## config.mk

```make
export PLATFORM = sky130hd
export DESIGN_NAME = song_sequencer_flat
export DESIGN_NICKNAME = d
export VERILOG_FILES = /design/src/rtl/song_sequencer_if.sv /design/src/rtl/song_sequencer.sv /design/src/flat_wrapper.sv
export SDC_FILE = /design/constraint.sdc
export NUM_CORES = 1
export LEC_CHECK = 0
export CAP_MARGIN = 0
export CORE_MARGIN = 4
export CORE_UTILIZATION = 30
export DETAILED_ROUTE_END_ITERATION = 12
export GPL_ROUTABILITY_DRIVEN = 0
export PLACE_DENSITY = 0.54
export SLEW_MARGIN = 20
export SYNTH_ARGS = -nofsm -noshare
export SYNTH_HDL_FRONTEND = slang
export SYNTH_SLANG_ARGS = --single-unit
```

## constraint.sdc

```tcl
create_clock -name clk -period 2.5 [get_ports clk]
set_clock_uncertainty 0.1 [all_clocks]
set_input_delay 0.5 -clock clk [delete_from_list [all_inputs] [get_ports clk]]
set_output_delay 0.5 -clock clk [all_outputs]
set_load 0.005 [all_outputs]
```

## src/rtl/song_sequencer_if.sv

```systemverilog
// Note ROM bus between the song sequencer and the note ROM.
// ROM is synchronous: rom_data follows rom_addr by one clock.
interface song_sequencer_if;
    logic [7:0] rom_addr;
    logic [7:0] rom_data;

    modport master (
        output rom_addr,
        input  rom_data
    );

    modport slave (
        input  rom_addr,
        output rom_data
    );
endinterface

```

## src/rtl/song_sequencer.sv

```systemverilog
// Auto/learning playback sequencer: walks a song's note ROM and
// times each note in beat units, or waits for the matching key.
module song_sequencer #(
    parameter logic [24:0] BEAT_CYCLES = 25'd12_500_000,
    parameter logic [24:0] GAP_CYCLES  = 25'd1_000_000
) (
    input  logic             clk,
    input  logic             rst_n,
    input  logic [2:0]       mode,
    input  logic [1:0]       song_num,
    input  logic             pause,
    input  logic [4:0]       key,
    input  logic             key_valid,
    song_sequencer_if.master rom,
    output logic [4:0]       note_out,
    output logic [4:0]       hint_note,
    output logic             playing,
    output logic             song_done,
    output logic [7:0]       miss_cnt
);
    localparam logic [2:0] MODEAUTO = 3'b011;
    localparam logic [2:0] MODELRN  = 3'b111;

    typedef enum logic [2:0] {
        IDLE, FETCH, WAIT_ROM, PLAY, GAP, WAIT_KEY, DONE
    } state_t;

    state_t      state_q, state_d;
    logic [5:0]  idx_q, idx_d;
    logic [4:0]  note_q, note_d;
    logic [2:0]  units_q, units_d;
    logic [24:0] beat_q, beat_d;
    logic [24:0] gap_q, gap_d;
    logic [1:0]  song_q;
    logic [2:0]  mode_q;
    logic [7:0]  miss_q, miss_d;
    logic [7:0]  addr_q, addr_d;
    logic [4:0]  nout_q, nout_d;
    logic [4:0]  hint_q, hint_d;
    logic        play_q, play_d;
    logic        done_q, done_d;

    logic auto_m, lrn_m, active, was_active, restart, hold;

    always_comb begin
        auto_m     = (mode == MODEAUTO);
        lrn_m      = (mode == MODELRN);
        active     = auto_m | lrn_m;
        was_active = (mode_q == MODEAUTO) | (mode_q == MODELRN);
        restart    = (song_num != song_q) | (was_active & (mode != mode_q));
        hold       = auto_m & pause & ((state_q == PLAY) | (state_q == GAP));

        state_d = state_q;
        idx_d   = idx_q;
        note_d  = note_q;
        units_d = units_q;
        beat_d  = beat_q;
        gap_d   = gap_q;
        miss_d  = miss_q;
        done_d  = 1'b0;

        if (!active) begin
            state_d = IDLE;
            idx_d   = '0;
            units_d = '0;
            beat_d  = '0;
            gap_d   = '0;
            miss_d  = '0;
        end else if (restart) begin
            state_d = FETCH;
            idx_d   = '0;
            units_d = '0;
            beat_d  = '0;
            gap_d   = '0;
            miss_d  = '0;
        end else if (!hold) begin
            case (state_q)
                IDLE: begin
                    state_d = FETCH;
                    idx_d   = '0;
                end
                FETCH: state_d = WAIT_ROM;
                WAIT_ROM: begin
                    note_d  = rom.rom_data[7:3];
                    units_d = rom.rom_data[2:0];
                    beat_d  = '0;
                    if (rom.rom_data[2:0] == 3'd0) begin
                        state_d = DONE;
                        done_d  = 1'b1;
                    end else if (auto_m || rom.rom_data[7:3] == 5'd0) begin
                        state_d = PLAY;
                    end else begin
                        state_d = WAIT_KEY;
                    end
                end
                PLAY: begin
                    if (beat_q == BEAT_CYCLES - 25'd1) begin
                        beat_d  = '0;
                        units_d = units_q - 3'd1;
                        if (units_q == 3'd1) begin
                            state_d = GAP;
                            gap_d   = '0;
                        end
                    end else begin
                        beat_d = beat_q + 25'd1;
                    end
                end
                GAP: begin
                    if (gap_q == GAP_CYCLES - 25'd1) begin
                        state_d = FETCH;
                        idx_d   = idx_q + 6'd1;
                    end else begin
                        gap_d = gap_q + 25'd1;
                    end
                end
                WAIT_KEY: begin
                    if (key_valid && key == note_q) begin
                        state_d = GAP;
                        gap_d   = '0;
                    end else if (key_valid && miss_q != 8'hff) begin
                        miss_d = miss_q + 8'd1;
                    end
                end
                DONE:    state_d = DONE;
                default: state_d = IDLE;
            endcase
        end

        // Outputs are registered from the next state.
        nout_d = '0;
        if (state_d == PLAY && !(auto_m && pause)) nout_d = note_d;
        hint_d = (state_d == WAIT_KEY) ? note_d : 5'd0;
        play_d = (state_d == PLAY) | (state_d == GAP) | (state_d == WAIT_KEY);
        addr_d = addr_q;
        if (!active) addr_d = '0;
        else if (state_d == FETCH) addr_d = {song_num, idx_d};
    end

    always_ff @(posedge clk or negedge rst_n) begin
        if (!rst_n) begin
            state_q <= IDLE;
            idx_q   <= '0;
            note_q  <= '0;
            units_q <= '0;
            beat_q  <= '0;
            gap_q   <= '0;
            song_q  <= '0;
            mode_q  <= '0;
            miss_q  <= '0;
            addr_q  <= '0;
            nout_q  <= '0;
            hint_q  <= '0;
            play_q  <= 1'b0;
            done_q  <= 1'b0;
        end else begin
            state_q <= state_d;
            idx_q   <= idx_d;
            note_q  <= note_d;
            units_q <= units_d;
            beat_q  <= beat_d;
            gap_q   <= gap_d;
            song_q  <= song_num;
            mode_q  <= mode;
            miss_q  <= miss_d;
            addr_q  <= addr_d;
            nout_q  <= nout_d;
            hint_q  <= hint_d;
            play_q  <= play_d;
            done_q  <= done_d;
        end
    end

    assign rom.rom_addr = addr_q;
    assign note_out     = nout_q;
    assign hint_note    = hint_q;
    assign playing      = play_q;
    assign song_done    = done_q;
    assign miss_cnt     = miss_q;
endmodule
```

## src/flat_wrapper.sv

```systemverilog
// flat-port wrapper written by rule: the top's interface ports become plain ports
module song_sequencer_flat 
#(
    parameter logic [24:0] BEAT_CYCLES = 25'd12_500_000,
    parameter logic [24:0] GAP_CYCLES  = 25'd1_000_000
)
  (clk, rst_n, mode, song_num, pause, key, key_valid, note_out, hint_note, playing, song_done, miss_cnt, rom_rom_addr, rom_rom_data);
  song_sequencer_if rom_i ();
  input  logic clk;
  input  logic rst_n;
  input  logic [2:0] mode;
  input  logic [1:0] song_num;
  input  logic pause;
  input  logic [4:0] key;
  input  logic key_valid;
  output logic [4:0] note_out;
  output logic [4:0] hint_note;
  output logic playing;
  output logic song_done;
  output logic [7:0] miss_cnt;
  output wire logic [$bits(rom_i.rom_addr)-1:0] rom_rom_addr;
  input wire logic [$bits(rom_i.rom_data)-1:0] rom_rom_data;
  assign rom_rom_addr = rom_i.rom_addr;
  assign rom_i.rom_data = rom_rom_data;
  song_sequencer #(.BEAT_CYCLES(BEAT_CYCLES), .GAP_CYCLES(GAP_CYCLES)) u_core (.clk(clk), .rst_n(rst_n), .mode(mode), .song_num(song_num), .pause(pause), .key(key), .key_valid(key_valid), .rom(rom_i), .note_out(note_out), .hint_note(hint_note), .playing(playing), .song_done(song_done), .miss_cnt(miss_cnt));
endmodule
```

==> Word level (Yosys, flattened, before mapping) <==
Index checks and enable logic that the tools add are counted.
{ "op_classes": {"reduce_logical": 13, "bitwise": 9, "eq_ne": 32, "addsub": 5, "mux": 52} }
{ "ops": {"columns": ["cell", "n"], "rows": [
  ["two-way mux 25 bit", 11],
  ["case mux 25 bit (3 select lines)", 1],
  ["two-way mux 8 bit", 8],
  ["adder 25 x 1 -> 25 bit, second input constant", 2],
  ["case mux 25 bit (2 select lines)", 1],
  ["two-way mux 3 bit", 13],
  ["two-way mux 5 bit", 6],
  ["equality test 25 x 20 -> 1 bit, second input constant", 1],
  ["equality test 25 x 24 -> 1 bit, second input constant", 1],
  ["two-way mux 6 bit", 4],
  ["equality test 3 bit, second input constant", 7],
  ["case mux 3 bit (7 select lines)", 1],
  ["inequality test 4 bit, second input constant", 5],
  ["equality test 3 x 2 -> 1 bit, second input constant", 5],
  ["inequality test 3 bit, second input constant", 4],
  ["case mux 6 bit (2 select lines)", 1],
  ["equality test 3 x 1 -> 1 bit, second input constant", 3],
  ["adder 8 x 1 -> 8 bit, second input constant", 1],
  ["inequality test 8 bit, second input constant", 1],
  ["adder 6 x 1 -> 6 bit, second input constant", 1],
  ["zero test 3 bit", 2],
  ["OR 1 bit", 6],
  ["case mux 3 bit (2 select lines)", 1],
  ["AND reduction 6 bit", 1],
  ["15 further kinds", 24]
]} }
{ "totals": {"register_bits": 100, "out_inout_bits": 28, "in_bits": 22, "word_cells": 125} }

==> Depth between registers and ports, before layout <==
Gate-level depths: netlist (run 1).
{ "logic_depth": {"word_depth": 11, "mapped_depth": 10, "depth_no_buf": 9} }

==> Worst setup path after synthesis (run 1) <==
OpenSTA, ideal clock, no wires.
{ "synth_timing": {"path_kind": "input -> register", "from": "input rom_rom_data[4]", "to": "register u_core.addr_q[0], in the netlist u_core.rom.rom_addr[0]", "n_path_buf": 0, "t_required_ns": 2.272, "slack_ns": 0.079, "t_arrival_ns": 2.193, "cell_stages": 7, "path_cell_list": "or4_1 > o22a_1 > o311ai_2 > o221ai_2 > nand2_2 > nand3_4 > mux2_1"} }
{ "synth_via": {"elab_chain_cells": 10} }
{ "synth_rtl": {"columns": ["item", "line", "source"], "rows": [
  ["from (decl)", "flat_wrapper.sv:22", "input wire logic [$bits(rom_i.rom_data)-1:0] rom_rom_data;"],
  ["zero test 5 bit", "song_sequencer.sv:90", "end else if (auto_m || rom.rom_data[7:3] == 5'd0) begin"],
  ["logical OR 1 bit", "song_sequencer.sv:90", null],
  ["two-way mux 3 bit", "song_sequencer.sv:90", null],
  ["two-way mux 3 bit", "song_sequencer.sv:87", "if (rom.rom_data[2:0] == 3'd0) begin"],
  ["case mux 3 bit (7 select lines)", "song_sequencer.sv:77", "case (state_q)"],
  ["two-way mux 3 bit", "song_sequencer.sv:76", "end else if (!hold) begin"],
  ["two-way mux 3 bit", "song_sequencer.sv:69", "end else if (restart) begin"],
  ["two-way mux 3 bit", "song_sequencer.sv:62", "if (!active) begin"],
  ["equality test 3 x 1 -> 1 bit", "song_sequencer.sv:136", "else if (state_d == FETCH) addr_d = {song_num, idx_d};"],
  ["inequality test 2 bit (no source line)", null, null],
  ["to (signal assigned)", "song_sequencer.sv:165", "addr_q <= addr_d;"],
  ["to (decl)", "song_sequencer.sv:37", "logic [7:0] addr_q, addr_d;"]
]} }
Every way passes these cells.
A chain may end at the register's enable or synchronous reset.

==> Worst setup path after layout (run 1) <==
{ "layout_timing": {"from": "register u_core.gap_q[18]", "to": "register u_core.addr_q[5], in the netlist u_core.rom.rom_addr[5]"} }
{ "layout_via": {"elab_chain_cells": 8} }
{ "layout_rtl": {"columns": ["item", "line", "source"], "rows": [
  ["from (decl)", "song_sequencer.sv:33", "logic [24:0] gap_q, gap_d;"],
  ["from (signal assigned)", "song_sequencer.sv:161", "gap_q <= gap_d;"],
  ["equality test 25 x 20 -> 1 bit", "song_sequencer.sv:109", "if (gap_q == GAP_CYCLES - 25'd1) begin"],
  ["two-way mux 6 bit", "song_sequencer.sv:109", null],
  ["case mux 6 bit (2 select lines)", "song_sequencer.sv:77", null],
  ["two-way mux 6 bit", "song_sequencer.sv:76", null],
  ["two-way mux 6 bit", "song_sequencer.sv:69", null],
  ["two-way mux 6 bit", "song_sequencer.sv:62", null],
  ["two-way mux 8 bit", "song_sequencer.sv:136", null],
  ["two-way mux 8 bit", "song_sequencer.sv:135", "if (!active) addr_d = '0;"],
  ["net u_core.addr_d[5]", "song_sequencer.sv:37", null]
]} }
The timed path passes the listed nets, and every way through them passes these cells. The select of a mux whose other input is x is not followed.

==> results.py, run 1 <==
metrics = {
    "status": {
        "run_status": "finished clean",
    },
    "layout": {
        "drive_above_1_share_pct": 23.5,
        "stdcell_area_um2": 7310,
        "finalNonFillerCells": 952,
        "post_synthesis_to_final_layout_area_growth_pct": 38.7,
        "num-nets-final": 750,
        "layout.cells.most_common": "sky130_fd_sc_hd__buf_4",
        "final_design_utilization_pct": 42.4,
        "antennaDiodeCount": 0,
        "layout.cells.most_common_list": "106 x sky130_fd_sc_hd__buf_4, 97 x sky130_fd_sc_hd__dfrtp_1, 74 x sky130_fd_sc_hd__nor2_1, 59 x sky130_fd_sc_hd__nand2_1, 44 x sky130_fd_sc_hd__o21ai_0",
    },
    "synthesis": {
        "synth_async_sr_flop_share_pct": 100,
        "syn_area_per_cell_um2": 9.27,
        "synth.cell_area_um2": 5270,
        "postSynthNetCount": 597,
        "synth_seq_area_share_pct": 47.5,
        "synth-warning-count": 0,
        "synth-seq-cells": 100,
        "ys_types": 62,
        "synth_edf_count": 0,
        "post_synth_inst_count": 569,
        "synth_flop_cell": "sky130_fd_sc_hd__dfrtp_1",
    },
    "floorplan": {
        "floorplan.die.width_um": 141,
        "placement_rows": 48,
        "start_util_pct": 30.6,
        "dieHeight_um": 141,
        "core-area_um2": 17200,
        "ios": 50,
        "die-area_um2": 19800,
    },
    "global_route": {
        "first_global_vias": 4851,
        "global_route.usage.met1_pct": 17.9,
        "routing_usage_on_met2_pct": 24.7,
        "grt_use_met3_pct": 2.37,
        "grt_use_total_pct": 14.3,
        "grt.busiest_layer": "met2",
        "grt_first_pass_wirelength_mm": 23.5,
        "overflow_after_grt": 0,
        "grt_antenna_before_repair": 0,
        "grt_max_degree": 53,
    },
    "pwr": {
        "power_switching_uw": 835,
        "switching_share_pct": 25.3,
        "share_seq_of_total_power_pct": 49.7,
        "totalPowerFinal_uw": 3300,
        "power_report.internal_total_uw": 2460,
        "power.density_nw_per_um2": 451,
        "pwr-share-clk_pct": 42.3,
        "share_comb_of_total_power_pct": 8.0,
        "static-leakage-power_uw": 0.00321,
        "irDropWorstVdd_uv": 356,
    },
    "sta": {
        "final_period_minus_worst_setup_slack_ps": 2430,
        "tightest_slew_ps": 438,
        "max_slew_margin_pct": 70.7,
        "final-hold-violation-count": 0,
        "final-max-slew-violation-count": 0,
        "post-route-period-util_pct": 97.3,
        "grt_setup_unrepaired": "yes",
        "setup-violations-final": 0,
        "worst_slack_ps": 67.6,
        "clock.fmax_mhz": 411,
    },
    "drt": {
        "detailedRoute.firstIterationViolations": 227,
        "drt_wl_total_mm": 13.9,
        "vias_per_cell": 5.01,
        "avgRoutedWirePerCell_um": 14.6,
        "ant_nets": 0,
        "dr_total_vias": 4772,
        "drc": 0,
        "detail_route.first_pass.iterations": 4,
    },
    "critical_path": {
        "critical_path_peak_fanout": 5,
        "cp_data_required_time_ps": 2690,
        "worst_setup_path_end_kind": "register",
        "worst_path_largest_cell_delay_ps": 510,
        "critical_path_arrival_ps": 2630,
        "crit_slowest_cell": "sky130_fd_sc_hd__or4_4",
        "critPathLaunchType": "register",
        "critical_path_cell_sequence": "nand4_1 > nor4_4 > and2_4 > nand4_4 > or4_4 > a31oi_4 > mux2_1",
        "path_class": "reg -> reg",
    },
    "placed_design": {
        "place_worst_setup_slack_ps": -455,
        "placed_cell_area_um2": 6750,
        "io_buffers": 49,
        "hpwl_mm": 10.3,
        "dp_cells": 923,
    },
    "clocking": {
        "clock-sinks": 100,
        "cts-htree-levels": 3,
        "clock_latency_ps": 360,
        "numCtsBuffers": 9,
        "clock_path_buffers": 2,
        "clk_pin_slew_ps": 70,
        "cts_tree": "yes",
        "ctsRootBufferMaster": "sky130_fd_sc_hd__clkbuf_16",
    },
    "worst_hold_path": {
        "worst_hold_path_type": "in -> reg",
    },
    "flow_run": {
        "timing.max_cap.violations": 0,
    },
}
==> synth_stat cells, types with 3 or more instances <==
library cell / count / area (µm²)
sky130_fd_sc_hd__nor2b_1: 8 / 50.1
sky130_fd_sc_hd__nand2_1: 59 / 221
sky130_fd_sc_hd__a21oi_1: 19 / 95.1
sky130_fd_sc_hd__nand3_1: 18 / 90.1
sky130_fd_sc_hd__or4_1: 3 / 22.5
sky130_fd_sc_hd__and3_1: 19 / 119
sky130_fd_sc_hd__nor3b_1: 3 / 22.5
sky130_fd_sc_hd__a21o_1: 4 / 30.0
sky130_fd_sc_hd__o21ai_0: 46 / 230
sky130_fd_sc_hd__nand4_1: 27 / 169
sky130_fd_sc_hd__xor2_1: 15 / 131
sky130_fd_sc_hd__clkbuf_1: 8 / 30.0
sky130_fd_sc_hd__a31oi_1: 5 / 31.3
sky130_fd_sc_hd__or2_2: 5 / 31.3
sky130_fd_sc_hd__ha_1: 6 / 75.1
sky130_fd_sc_hd__o31ai_1: 12 / 90.1
sky130_fd_sc_hd__mux2i_1: 7 / 70.1
sky130_fd_sc_hd__nor3_1: 10 / 50.1
sky130_fd_sc_hd__o211ai_1: 7 / 52.6
sky130_fd_sc_hd__or3_1: 5 / 31.3
sky130_fd_sc_hd__dfrtp_1: 100 / 2500
sky130_fd_sc_hd__and4_1: 4 / 35.0
sky130_fd_sc_hd__mux2_1: 5 / 56.3
sky130_fd_sc_hd__xnor2_1: 16 / 140
sky130_fd_sc_hd__buf_2: 9 / 45.0
sky130_fd_sc_hd__nor2_1: 74 / 278
sky130_fd_sc_hd__inv_1: 18 / 67.6
sky130_fd_sc_hd__nor4_1: 6 / 37.5
sky130_fd_sc_hd__o21ai_1: 8 / 40.0
sky130_fd_sc_hd__nand4b_1: 4 / 35.0
==> flip-flops by register name (all words and copies together) (netlist names) <==
signal               flops
u_core.rom.rom_addr      8
u_core.state_q           3
u_core.beat_q           25
u_core.song_q            2
u_core.playing           1
u_core.idx_q             6
u_core.units_q           3
u_core.note_q            5
u_core.miss_cnt          8
u_core.song_done         1
u_core.gap_q            25
u_core.note_out          5
u_core.mode_q            3
u_core.hint_note         5
==> routing by layer <==
layer	part of all wire [%]	up-vias
met2	49	70
met1	45	2322
li1	-	2355
met3	2.9	25
met5	0	-
met4	2.3	0
==> cell families after synthesis <==
family	Yosys count	synth area share (%)
muxes	12	2.40
DFF	100	47.5
xor gates and xnor gates	31	5.15
AOI/OAI and AO/OA	121	14.5
and+or+nand+nor	263	26.3
adders and majority gates	6	1.42
buffers and inverters	36	2.78
==> what timing repair did <==
action | in CTS | in global routing
resized for setup | 8 | 36
endpoints found under the hold margin | 21 | 0
setup endpoints to repair | 18 | 50
setup buffers | 3 | 9
hold buffers | 1 | 0
pin swaps | 8 | 17
==> worst max-delay path, delay by kind of cell, from the launching register on <==
family | cells | cell delay [ps]
AND/OR/NAND/NOR | 5 | 1490
flip-flops | 1 | 420
AO/OA/AOI/OAI | 1 | 220
multiplexers | 1 | 150
==> stage by stage <==
stage	hold slack (ps)	setup TNS (ps)
4_1_cts	415	0
5_1_grt	414	-321
3_5_place_dp	327	-23670
2_1_floorplan	104	0
3_3_place_gp	323	-19600
6_report	390	0
==> path summary, 6_finish.rpt <==
kind	from	to	slack, ps	depth (start not counted)
worst min-delay path	mode[1]	u_core.mode_q[1]	390	2
min in group asynchronous	rst_n	u_core.idx_q[3]	490	2
worst max-delay path	u_core.gap_q[18]	u_core.rom.rom_addr[5]	70	7
max in group asynchronous	rst_n	u_core.gap_q[21]	1120	3
worst min register to register	u_core.gap_q[5]	u_core.gap_q[5]	410	1
worst max register to register	u_core.gap_q[18]	u_core.rom.rom_addr[5]	70	7
==> power by group through the flow <==
stage | Sequential [µW] | Clock [µW] | Combinational, µW
2_1_floorplan | 1670 | 0 | 87.8
3_3_place_gp | 1670 | 0 | 246
3_5_place_dp | 1670 | 0 | 250
4_1_cts | 1640 | 1440 | 255
5_1_grt | 1640 | 1510 | 293
6_report | 1640 | 1390 | 263
==> final cells by class <==
type | count | area [µm²]
flip-flops and latches | 100 | 2510
multi-input cells | 433 | 2800
repair buffers | 159 | 1370
clock buffers | 9 | 225
clock inverters | 7 | 66.3
inverters | 19 | 71.3
fillers | 1640 | 9920
well taps | 225 | 282
(Power assumes the default switching activity.)
==> run 2: changes to the inputs <==
Settings changed: CORE_MARGIN 4 to unset.
==> results.py, run 2 (synthesis gave the netlist of run 1 again) <==
metrics = {
    "critical_path": {
        "critical_path_arrival_ps": 2560,
        "critical_path_peak_fanout": 6,
        "crit_slowest_cell": "sky130_fd_sc_hd__clkdlybuf4s50_1",
        "critPathLaunchType": "primary input",
        "critical_path_cell_sequence": "clkdlybuf4s50_1 > or4_1 > o22a_1 > o311ai_2 > o221ai_2 > nand2_2 > nand3_4 > mux2_4",
        "cp_data_required_time_ps": 2630,
        "worst_path_largest_cell_delay_ps": 410,
        "worst_setup_path_end_kind": "register",
        "path_class": "in -> reg",
        "crit_buf_inv": 1,
        "path_delay_family": "simple AND/OR/NAND/NOR gates",
    },
    "clocking": {
        "clock-sinks": 100,
        "numCtsBuffers": 9,
        "ctsRootBufferMaster": "sky130_fd_sc_hd__clkbuf_16",
        "cts-htree-levels": 3,
        "clk_pin_slew_ps": 70,
        "clock_path_buffers": 2,
        "clock_latency_ps": 350,
        "cts_tree": "yes",
    },
    "layout": {
        "layout.cells.most_common": "sky130_fd_sc_hd__buf_4",
        "n_fill_cell": 1658,
        "post_synthesis_to_final_layout_area_growth_pct": 37.7,
        "drive_above_1_share_pct": 22.8,
        "antennaDiodeCount": 0,
        "finalNonFillerCells": 948,
        "layout.cells.most_common_list": "101 x sky130_fd_sc_hd__buf_4, 99 x sky130_fd_sc_hd__dfrtp_1, 74 x sky130_fd_sc_hd__nor2_1, 59 x sky130_fd_sc_hd__nand2_1, 46 x sky130_fd_sc_hd__o21ai_0",
        "num-nets-final": 746,
        "largestRegisters": "u_core.beat_q (25), u_core.gap_q (25)",
    },
    "drt": {
        "ant_nets": 0,
        "detailedRoute.firstIterationViolations": 175,
        "vias_per_cell": 5.11,
        "dr_total_vias": 4848,
        "drc": 0,
        "drt_wl_total_mm": 14.1,
        "detail_route.first_pass.iterations": 4,
        "avgRoutedWirePerCell_um": 14.9,
    },
    "sta": {
        "max_slew_margin_pct": 71.7,
        "final_period_minus_worst_setup_slack_ps": 2420,
        "whs_ps": 327,
        "final-max-slew-violation-count": 0,
        "final-hold-violation-count": 0,
        "tightest_slew_ps": 423,
        "post-route-period-util_pct": 96.9,
        "setup-violations-final": 0,
        "clock.fmax_mhz": 413,
        "totalNegativeSetupSlack_ps": 0,
        "worst_slack_ps": 76.5,
    },
    "global_route": {
        "grt_antenna_before_repair": 0,
        "grt_max_degree": 57,
        "grt_first_pass_wirelength_mm": 23.5,
        "grt_use_total_pct": 16.3,
        "overflow_after_grt": 0,
        "first_global_vias": 4915,
    },
    "placed_design": {
        "dp_cells": 919,
        "hpwl_mm": 10.4,
        "place_worst_setup_slack_ps": -442,
        "io_buffers": 49,
    },
    "pwr": {
        "power_switching_uw": 797,
        "power_report.internal_total_uw": 2430,
        "totalPowerFinal_uw": 3230,
        "irDropWorstVdd_uv": 368,
        "switching_share_pct": 24.7,
        "share_comb_of_total_power_pct": 7.8,
        "share_seq_of_total_power_pct": 50.7,
        "power.density_nw_per_um2": 445,
        "pwr-share-clk_pct": 41.5,
        "static-leakage-power_uw": 0.00322,
    },
    "worst_hold_path": {
        "worst_hold_path_type": "in -> reg",
    },
    "floorplan": {
        "start_util_pct": 30.6,
        "core-area_um2": 17200,
        "ios": 50,
        "floorplan.die.width_um": 135,
        "placement_rows": 48,
        "dieHeight_um": 135,
        "die-area_um2": 18100,
    },
    "flow_run": {
        "timing.max_cap.violations": 0,
    },
    "status": {
        "run_status": "finished clean",
    },
}
run 2: metrics by stage:
stage	cell area, µm²	util, %
CTS	7080	41.1
finish	7260	42.1
floorplan	5270	-
global placement	6720	39.0
detailed placement	6720	39.0
global route	7260	42.1
run 2: path summary, 6_finish.rpt:
check | startpoint | to | slack (ps) | depth (start not counted)
max reg2reg | u_core.gap_q[1] | u_core.rom.rom_addr[5] | 90 | 8
min | mode[2] | u_core.mode_q[2] | 330 | 2
min reg2reg | u_core.beat_q[24] | u_core.beat_q[24] | 420 | 1
max in group asynchronous | rst_n | u_core.beat_q[18] | 1160 | 3
min in group asynchronous | rst_n | u_core.rom.rom_addr[3] | 490 | 2
max | rom_rom_data[4] | u_core.rom.rom_addr[0] | 80 | 8
run 2: layout make-up:
class | count | area (µm²) | share of cell area (%)
clock inverters | 7 | 57.6 | 0.793
inverters | 19 | 71.3 | 0.982
flip-flops and latches | 100 | 2500 | 34.5
clock buffers | 9 | 225 | 3.10
multi-input cells | 433 | 2780 | 38.2
repair buffers | 155 | 1350 | 18.5
well taps | 225 | 282 | 3.88
run 2: worst reg2reg max path: cells and delay by family, from the launching register on:
family / cells / cell delay [ps]
flops: 1 / 360
fa+ha+maj: 1 / 190
compound gates: 1 / 170
simple gates: 5 / 1360
mux: 1 / 170
run 2: timing repair:
action                                 4_1_cts  5_1_grt
buffers inserted                             4        8
resized for setup                           14       28
endpoints found under the hold margin       20        0
pin swaps                                    9       16
hold buffers                                 1        0
setup endpoints to repair                   13       66
run 2: per-layer routing:
| metal | GRT usage [%] | up-vias | part of all wire [%] |
|---|---|---|---|
| met3 | 2.74 | 27 | 3.4 |
| met1 | 19.3 | 2388 | 44 |
| met2 | 28.9 | 105 | 50 |
| met4 | 7.62 | 0 | 2.6 |
| met5 | 0 | - | 0 |
| li1 | - | 2328 | - |
run 2: power groups by stage:
stage | sequential (µW) | clock [µW] | combinational, µW
3_5_place_dp | 1670 | 0 | 246
3_3_place_gp | 1670 | 0 | 241
6_report | 1640 | 1340 | 253
2_1_floorplan | 1670 | 0 | 87.8
5_1_grt | 1640 | 1440 | 279
4_1_cts | 1640 | 1380 | 252
